==> src/rtl/divider_unit_pkg.sv <==
// Shared execution-unit definitions: FSM state encoding and default
// operand/tag widths used by the divider and multiplier units.
package divider_unit_pkg;

  localparam int DEF_WIDTH = 32;
  localparam int DEF_TAG_W = 6;

  typedef enum logic [1:0] {
    ST_IDLE = 2'd0,
    ST_ITER = 2'd1,
    ST_FIX  = 2'd2,
    ST_DONE = 2'd3
  } fu_state_e;

endpackage

==> src/rtl/divider_unit_step.sv <==
// One restoring radix-2 division step: trial subtract on a WIDTH+1-bit
// partial remainder, producing one quotient bit and the next remainder.
module divider_unit_step #(
  parameter int WIDTH = 32
) (
  input  logic [WIDTH-1:0] rem,
  input  logic             dvd_msb,
  input  logic [WIDTH-1:0] dsr,
  output logic             qbit,
  output logic [WIDTH-1:0] rem_next
);

  logic [WIDTH:0] part;
  logic [WIDTH:0] trial;

  // rem < dsr always holds, so the top bit of trial is a clean borrow
  always_comb begin
    part     = {rem, dvd_msb};
    trial    = part - {1'b0, dsr};
    qbit     = ~trial[WIDTH];
    rem_next = qbit ? trial[WIDTH-1:0] : part[WIDTH-1:0];
  end

endmodule

==> src/rtl/divider_unit.sv <==
// Iterative signed/unsigned integer divider execution unit.
// Optional in-flight kill port enabled by DIVIDER_UNIT_FLUSH_EN.
module divider_unit
  import divider_unit_pkg::*;
#(
  parameter int WIDTH = DEF_WIDTH,
  parameter int TAG_W = DEF_TAG_W
) (
  input  logic             clk,
  input  logic             reset,
  input  logic             issuediv_enable,
  input  logic             issuediv_signed,
  input  logic [WIDTH-1:0] issuediv_rsdata,
  input  logic [WIDTH-1:0] issuediv_rtdata,
  input  logic [TAG_W-1:0] issuediv_rdtag,
`ifdef DIVIDER_UNIT_FLUSH_EN
  input  logic             issuediv_flush,
`endif
  output logic             issuediv_busy,
  output logic             issuediv_valid,
  output logic [WIDTH-1:0] issuediv_quot,
  output logic [WIDTH-1:0] issuediv_rem,
  output logic             issuediv_dbz,
  output logic [TAG_W-1:0] issuediv_rdtag_out
);

  localparam int CW = $clog2(WIDTH);

  fu_state_e        state;
  logic [CW-1:0]    cnt;
  logic [WIDTH-1:0] dvd;
  logic [WIDTH-1:0] dsr;
  logic [WIDTH-1:0] prem;
  logic             qneg;
  logic             rneg;
  logic             dbz_r;
  logic [TAG_W-1:0] tag_r;

  logic             rs_neg;
  logic             rt_neg;
  logic [WIDTH-1:0] rs_mag;
  logic [WIDTH-1:0] rt_mag;
  logic             rt_zero;
  logic             qbit;
  logic [WIDTH-1:0] rem_next;
  logic             kill;

  always_comb begin
    rs_neg  = issuediv_signed & issuediv_rsdata[WIDTH-1];
    rt_neg  = issuediv_signed & issuediv_rtdata[WIDTH-1];
    rs_mag  = rs_neg ? -issuediv_rsdata : issuediv_rsdata;
    rt_mag  = rt_neg ? -issuediv_rtdata : issuediv_rtdata;
    rt_zero = (issuediv_rtdata == '0);
  end

`ifdef DIVIDER_UNIT_FLUSH_EN
  assign kill = issuediv_flush &&
                (state == ST_ITER || state == ST_FIX);
`else
  assign kill = 1'b0;
`endif

  divider_unit_step #(
    .WIDTH(WIDTH)
  ) u_step (
    .rem     (prem),
    .dvd_msb (dvd[WIDTH-1]),
    .dsr     (dsr),
    .qbit    (qbit),
    .rem_next(rem_next)
  );

  always_ff @(posedge clk or negedge reset) begin
    if (!reset) begin
      state              <= ST_IDLE;
      cnt                <= '0;
      dvd                <= '0;
      dsr                <= '0;
      prem               <= '0;
      qneg               <= 1'b0;
      rneg               <= 1'b0;
      dbz_r              <= 1'b0;
      tag_r              <= '0;
      issuediv_busy      <= 1'b0;
      issuediv_valid     <= 1'b0;
      issuediv_quot      <= '0;
      issuediv_rem       <= '0;
      issuediv_dbz       <= 1'b0;
      issuediv_rdtag_out <= '0;
    end else begin
      issuediv_valid <= 1'b0;
      if (kill) begin
        state         <= ST_IDLE;
        issuediv_busy <= 1'b0;
      end else begin
        unique case (state)
          ST_IDLE, ST_DONE: begin
            if (issuediv_enable) begin
              tag_r <= issuediv_rdtag;
              qneg  <= rs_neg ^ rt_neg;
              rneg  <= rs_neg;
              dsr   <= rt_mag;
              prem  <= '0;
              cnt   <= CW'(WIDTH - 1);
              if (!rt_zero) begin
                dbz_r         <= 1'b0;
                dvd           <= rs_mag;
                state         <= ST_ITER;
                issuediv_busy <= 1'b1;
              end else if (state == ST_DONE) begin
                // detour via FIX so valid never pulses twice in a row
                dbz_r         <= 1'b1;
                dvd           <= issuediv_rsdata;
                state         <= ST_FIX;
                issuediv_busy <= 1'b1;
              end else begin
                dbz_r              <= 1'b1;
                issuediv_quot      <= '1;
                issuediv_rem       <= issuediv_rsdata;
                issuediv_dbz       <= 1'b1;
                issuediv_rdtag_out <= issuediv_rdtag;
                issuediv_valid     <= 1'b1;
                state              <= ST_DONE;
                issuediv_busy      <= 1'b0;
              end
            end else begin
              state         <= ST_IDLE;
              issuediv_busy <= 1'b0;
            end
          end
          ST_ITER: begin
            dvd  <= {dvd[WIDTH-2:0], qbit};
            prem <= rem_next;
            cnt  <= cnt - CW'(1);
            if (cnt == '0) begin
              state <= ST_FIX;
            end
          end
          ST_FIX: begin
            state              <= ST_DONE;
            issuediv_busy      <= 1'b0;
            issuediv_valid     <= 1'b1;
            issuediv_rdtag_out <= tag_r;
            issuediv_dbz       <= dbz_r;
            if (dbz_r) begin
              issuediv_quot <= '1;
              issuediv_rem  <= dvd;
            end else begin
              issuediv_quot <= qneg ? -dvd : dvd;
              issuediv_rem  <= rneg ? -prem : prem;
            end
          end
          default: begin
            state         <= ST_IDLE;
            issuediv_busy <= 1'b0;
          end
        endcase
      end
    end
  end

endmodule
==> config.mk <==
export PLATFORM = sky130hd
export DESIGN_NAME = divider_unit
export DESIGN_NICKNAME = d
export VERILOG_FILES = /design/src/rtl/divider_unit_pkg.sv /design/src/rtl/divider_unit_step.sv /design/src/rtl/divider_unit.sv
export SDC_FILE = /design/constraint.sdc
export NUM_CORES = 1
export LEC_CHECK = 0
export BUFFER_PORTS_ARGS = -buffer_cell sky130_fd_sc_hd__buf_2
export CORE_AREA = 8 8 161 163
export CTS_CLUSTER_DIAMETER = 30
export DETAILED_ROUTE_END_ITERATION = 8
export DIE_AREA = 0 0 169 171
export PLACE_DENSITY_LB_ADDON = 0.1
export SETUP_SLACK_MARGIN = 0.4
export SYNTH_ARGS = -nofsm -noshare
export SYNTH_HDL_FRONTEND = slang
export SYNTH_SLANG_ARGS = --single-unit
export TNS_END_PERCENT = 20
==> constraint.sdc <==
create_clock -name clk -period 3.6 [get_ports clk]
set_clock_uncertainty 0.2 [all_clocks]
set_input_delay 0.36 -clock clk [delete_from_list [all_inputs] [get_ports clk]]
set_output_delay 0.36 -clock clk [all_outputs]
set_load 0.02 [all_outputs]
# After elaboration in Yosys (flattened, before gate mapping)
# Cells that the tools add are included.
[word_totals]
out_inout_bits = 73
word_cells = 88
regBits = 185
[classes]
n_reduce_logical = 10
n_bitwise = 4
n_mux = 45
addsub = 6
n_eq_ne = 8
[ops]
columns = ["cell", "count"]
rows = [
  ["32-bit two-way mux", 17],
  ["32-bit case mux with 2 select lines", 4],
  ["32-bit negation", 4],
  ["33-bit by 32-bit subtractor with 33-bit output", 1],
  ["32-bit logical NOT", 1],
  ["6-bit two-way mux", 3],
  ["6-bit case mux with 2 select lines", 1],
  ["1-bit two-way mux", 11],
  ["5-bit case mux with 2 select lines", 1],
  ["2-bit inequality test (second input constant)", 4],
  ["2-bit two-way mux", 3],
  ["1-bit case mux with 2 select lines", 3],
  ["2-bit case mux with 3 select lines", 1],
  ["5-bit logical NOT", 1],
  ["5-bit two-way mux", 1],
  ["5-bit by 1-bit subtractor with 5-bit output (second input constant)", 1],
  ["2-bit == test (second input constant)", 2],
  ["2-bit AND reduction", 2],
  ["4-bit AND reduction", 1],
  ["2-bit nonzero test", 2],
  ["3-bit inequality test (second input constant)", 1],
  ["3-bit AND reduction", 1],
  ["1-bit bitwise AND", 2],
  ["2-bit by 1-bit == test with 1-bit output (second input constant)", 1],
  ["4 further kinds", 4],
]

# Longest topological paths before layout
[logic_depth]
word_depth = 5
mapped_depth = 14

# Hierarchy
# Synthesis repeated with hierarchy kept, for this count alone.
[hier_totals]
cells_unflattened = 1534
hier_area_um2 = 13161.4
[modules_own_cells]
columns = ["mod", "seq_area_each_um2", "instances", "cells_per_inst", "area_each_um2"]
rows = [
  ["divider_unit", 4629.4, 1, 1229, 10802.9],
  ["divider_unit_step", 0.0, 1, 305, 2358.5],
]

# Worst setup path before layout
# No wires, ideal clock.
[synth_timing]
path_kind = "register -> register"
startpoint = "register prem[22]"
endpoint = "register prem[28]"
slack_ns = 0.326
period_less_slack_ns = 3.274
path_stages_with_launch = 12
t_arrival_ns = 2.991
cell_sequence = "dfrtp_1 -> ha_1 -> buf_2 -> nand2_2 -> or3_1 -> or4_1 -> nor3_2 -> o21ai_2 -> o21ai_4 -> xor2_4 -> mux2_2 -> o21ai_0"
[synth_between]
elab_chain_len = 3
[synth_lines]
columns = ["item", "line", "rtl"]
rows = [
  ["start: declaration", "divider_unit.sv:33", "logic [WIDTH-1:0] prem;"],
  ["start signal: assignment", "divider_unit.sv:133", "prem <= rem_next;"],
  ["33-bit by 32-bit subtractor with 33-bit output", "divider_unit_step.sv:19", "trial = part - {1'b0, dsr};"],
  ["32-bit two-way mux", "divider_unit_step.sv:21", "rem_next = qbit ? trial[WIDTH-1:0] : part[WIDTH-1:0];"],
  ["32-bit case mux with 2 select lines", "divider_unit.sv:96", "unique case (state)"],
]
# Every way passes these cells.
# A chain may end at the register's enable or synchronous reset.

# Worst setup path after layout
[layout_timing]
startpoint = "register prem[22]"
endpoint = "register prem[10]"
# Same word-level chain as after synthesis.

==> flow_summary.json <==
{
  "status": "completed",
  "worstPathCellList": "ha_4 -> nand2_4 -> or3_4 -> or4_4 -> nor3_4 -> o21ai_4 -> o21ai_4 -> xor2_4 -> buf_12 -> buf_12 -> mux2i_2 -> o21ai_1",
  "clkPwrFrac_pct": 11.1,
  "drtAntennaViolNets": 0,
  "synth_cell_types": 70,
  "ys.flop_type": "dfrtp_1",
  "final_cells": 2031,
  "cts_num_sinks": 185,
  "synth-seq-cells": 185,
  "power.internal_mw": 8.50,
  "cp.arrival_ps": 3460,
  "nNetsFinal": 1817,
  "swShare_pct": 48.9,
  "drtPass1Iterations": 5,
  "drc": 0,
  "synth-compound-area-share_pct": 20.9,
  "yosys.area_share.simple_pct": 17.7,
  "yosys.area.top_type_share_pct": 36.6,
  "power_density_nw_per_um2": 1110,
  "coreArea_um2": 23300,
  "grt_overflow_total": 0,
  "dieHeight_um": 171,
  "row_count": 56,
  "cts_buffers": 17,
  "syn_inst": 1539,
  "antenna_found_initial": 1,
  "synthMuxAreaShare_pct": 5.47,
  "p_sw_mw": 8.13,
  "grt_pass1_vias": 11100,
  "rsz0062_at_grt": "true",
  "vias": 11400,
  "ios": 147,
  "drv_slew": 0,
  "place.gp.congestion": 0.896,
  "grt_usage_pct": 24.5,
  "p_leak_nw": 6.72,
  "grt_pass1_wl_mm": 57.3,
  "cp-start-kind": "register",
  "p_comb_share_pct": 65.1,
  "wl_per_cell_um": 17.5,
  "dpl.hpwl_mm": 26.8,
  "post_synth_xor_area_fraction_pct": 10.2,
  "seqPwrFrac_pct": 23.8,
  "crit_slowest_cell": "dfrtp_1",
  "place_area_um2": 13900,
  "avgViaCountPerCell": 5.60,
  "fin_crit_sh_pct": 93.2,
  "setup-tns-final_ps": 0,
  "ys_seq_area_share_pct": 36.6,
  "routed_wl_mm": 35.5,
  "end_kind": "register",
  "ys_top_cells_by_area": "dfrtp_1, o21ai_0, nand2_1",
  "clk_pin_slew_worst_paths_ps": 70,
  "ir_drop_v": 0.000633,
  "htreeDepth": 4,
  "ys_top_cells_by_count": "nand2_1, o21ai_0, dfrtp_1, nor2_1, xor2_1",
  "finalInstanceArea_um2": 15000,
  "synthAdderAreaFrac_pct": 4.41,
  "yosys.area.top_type": "dfrtp_1",
  "ys_async_sr_fraction_pct": 100,
  "cp_max_fo": 5,
  "dp_cells": 1968,
  "min_path_type": "in -> reg",
  "layout-drive-gt1-share_pct": 19.0,
  "ys_warn_count": 0,
  "synth_most_common_cell": "nand2_1",
  "synth_area_um2": 12700,
  "finalSetupViolations": 0,
  "antenna_cells": 0,
  "p_total_mw": 16.6,
  "avgSynthCellArea_um2": 8.23,
  "synth-edff-count": 0,
  "clock_latency_ps": 440,
  "finalHoldViolCount": 0,
  "grt_max_degree": 69,
  "area_growth_pct": 18.8,
  "worst_pin_slew_ps": 1100,
  "first_iter_violations": 845,
  "synthesis.nets": 1657,
  "port_buffers": 146,
  "synth_top_family_by_area": "compound AO/OA/AOI/OAI gates",
  "max_stage_delay_ps": 430,
  "drv_cap": 0,
  "cts_buffer_depth": 2,
  "dieArea_um2": 28900,
  "initial_utilization_pct": 54.4,
  "min_period_ps": 3350,
  "relSlewSlack_pct": 26.3,
  "cts-root-buf": "clkbuf_16",
  "die_width_um": 169,
  "timing.fmax_ghz": 0.298,
  "cp_data_required_time_ps": 3700,
  "cts_tree": "done",
  "path_class": "reg -> reg"
}
-- final cells by class --
type	count	area, um^2
repair buffers	235	1600
clock buffers	18	439
well taps	319	399
clock inverters	14	129
multi-input cells	1207	7650
flip-flops and latches	185	4630
inverters	53	199
fillers	2087	8220
-- critical path: cells and delay by family, from the launching register on --
family	cells	cell delay, ps
fa+ha+maj	1	330
mux	1	240
simple gates	4	1130
compound gates	3	350
xor+xnor	1	230
flops	1	430
buf+inv	2	290
-- registers in the layout, summed over array words and instances (netlist names), 2 cells and up --
| name | cells |
|---|---|
| cnt | 5 |
| dsr | 32 |
| issuediv_rem | 32 |
| state | 2 |
| issuediv_quot | 32 |
| dvd | 32 |
| issuediv_rdtag_out | 6 |
| prem | 32 |
| tag_r | 6 |
-- through the flow --
| step | worst slack [ps] | utilization (%) | hold WS, ps |
|---|---|---|---|
| after floorplan | 362 | - | -136 |
| after global placement | 64.6 | 59.9 | 212 |
| after detailed placement | 67.0 | 59.9 | 216 |
| after CTS | 354 | 63.7 | 10.6 |
| after global routing | 174 | 64.7 | 29.5 |
| final | 245 | 64.7 | 17.7 |
-- path summary, 6_finish.rpt --
kind / start / endpoint / slack, ps / depth (start not counted)
hold reg to reg: issuediv_quot[21]$_DFFE_PN0P_ / issuediv_quot[21]$_DFFE_PN0P_ / 270 / 2
hold / removal: issuediv_rtdata[15] / dsr[15]$_DFFE_PN0P_ / 20 / 3
setup reg to reg: prem[22]$_DFFE_PN0P_ / prem[10]$_DFFE_PN0P_ / 250 / 12
setup / recovery: prem[22]$_DFFE_PN0P_ / prem[10]$_DFFE_PN0P_ / 250 / 12
max in group asynchronous: reset / dvd[21]$_DFFE_PN0P_ / 2040 / 3
min in group asynchronous: reset / issuediv_quot[29]$_DFFE_PN0P_ / 290 / 2
-- what timing repair did --
action	CTS	global route
pin swaps	5	13
buffers inserted	10	10
hold endpoints to repair	71	0
resized for setup	25	23
setup endpoints to repair	34	55
hold buffers	7	0
gates cloned	1	3
-- logic make-up after synthesis --
group	after synthesis
and+or+nand+nor	498
xor gates and xnor gates	145
DFF	185
muxes	68
AOI/OAI and AO/OA	452
buffers and inverters	147
adders and majority gates	44
-- layer usage --
metal  up-vias  share of wire, %  GRT usage [%]
met5         -             0.025              0
met4         2               3.5           10.8
met3        70               5.1           3.78
met2       331                48           40.8
met1      5286                43           31.4
li1       5678                 -              -
-- cells in the final DEF (no fill, tap or decap), types with 33 or more instances in the layout --
master,count
a21oi_1,71
buf_2,145
buf_4,70
dfrtp_1,184
ha_1,33
inv_1,51
mux2i_1,57
nand2_1,266
nor2_1,97
o21ai_0,219
o21ai_1,36
xnor2_1,65
xor2_1,79
-- power by group through the flow --
stage | Combinational, mW | Clock [mW] | Sequential, mW
after CTS | 10.4 | 1.88 | 3.94
after floorplan | 6.76 | 0 | 4.22
after global routing | 12.0 | 1.98 | 4.10
after global placement | 9.78 | 0 | 3.94
after detailed placement | 9.95 | 0 | 3.97
final | 10.8 | 1.85 | 3.95
Power figures use the tool's default switching activity.
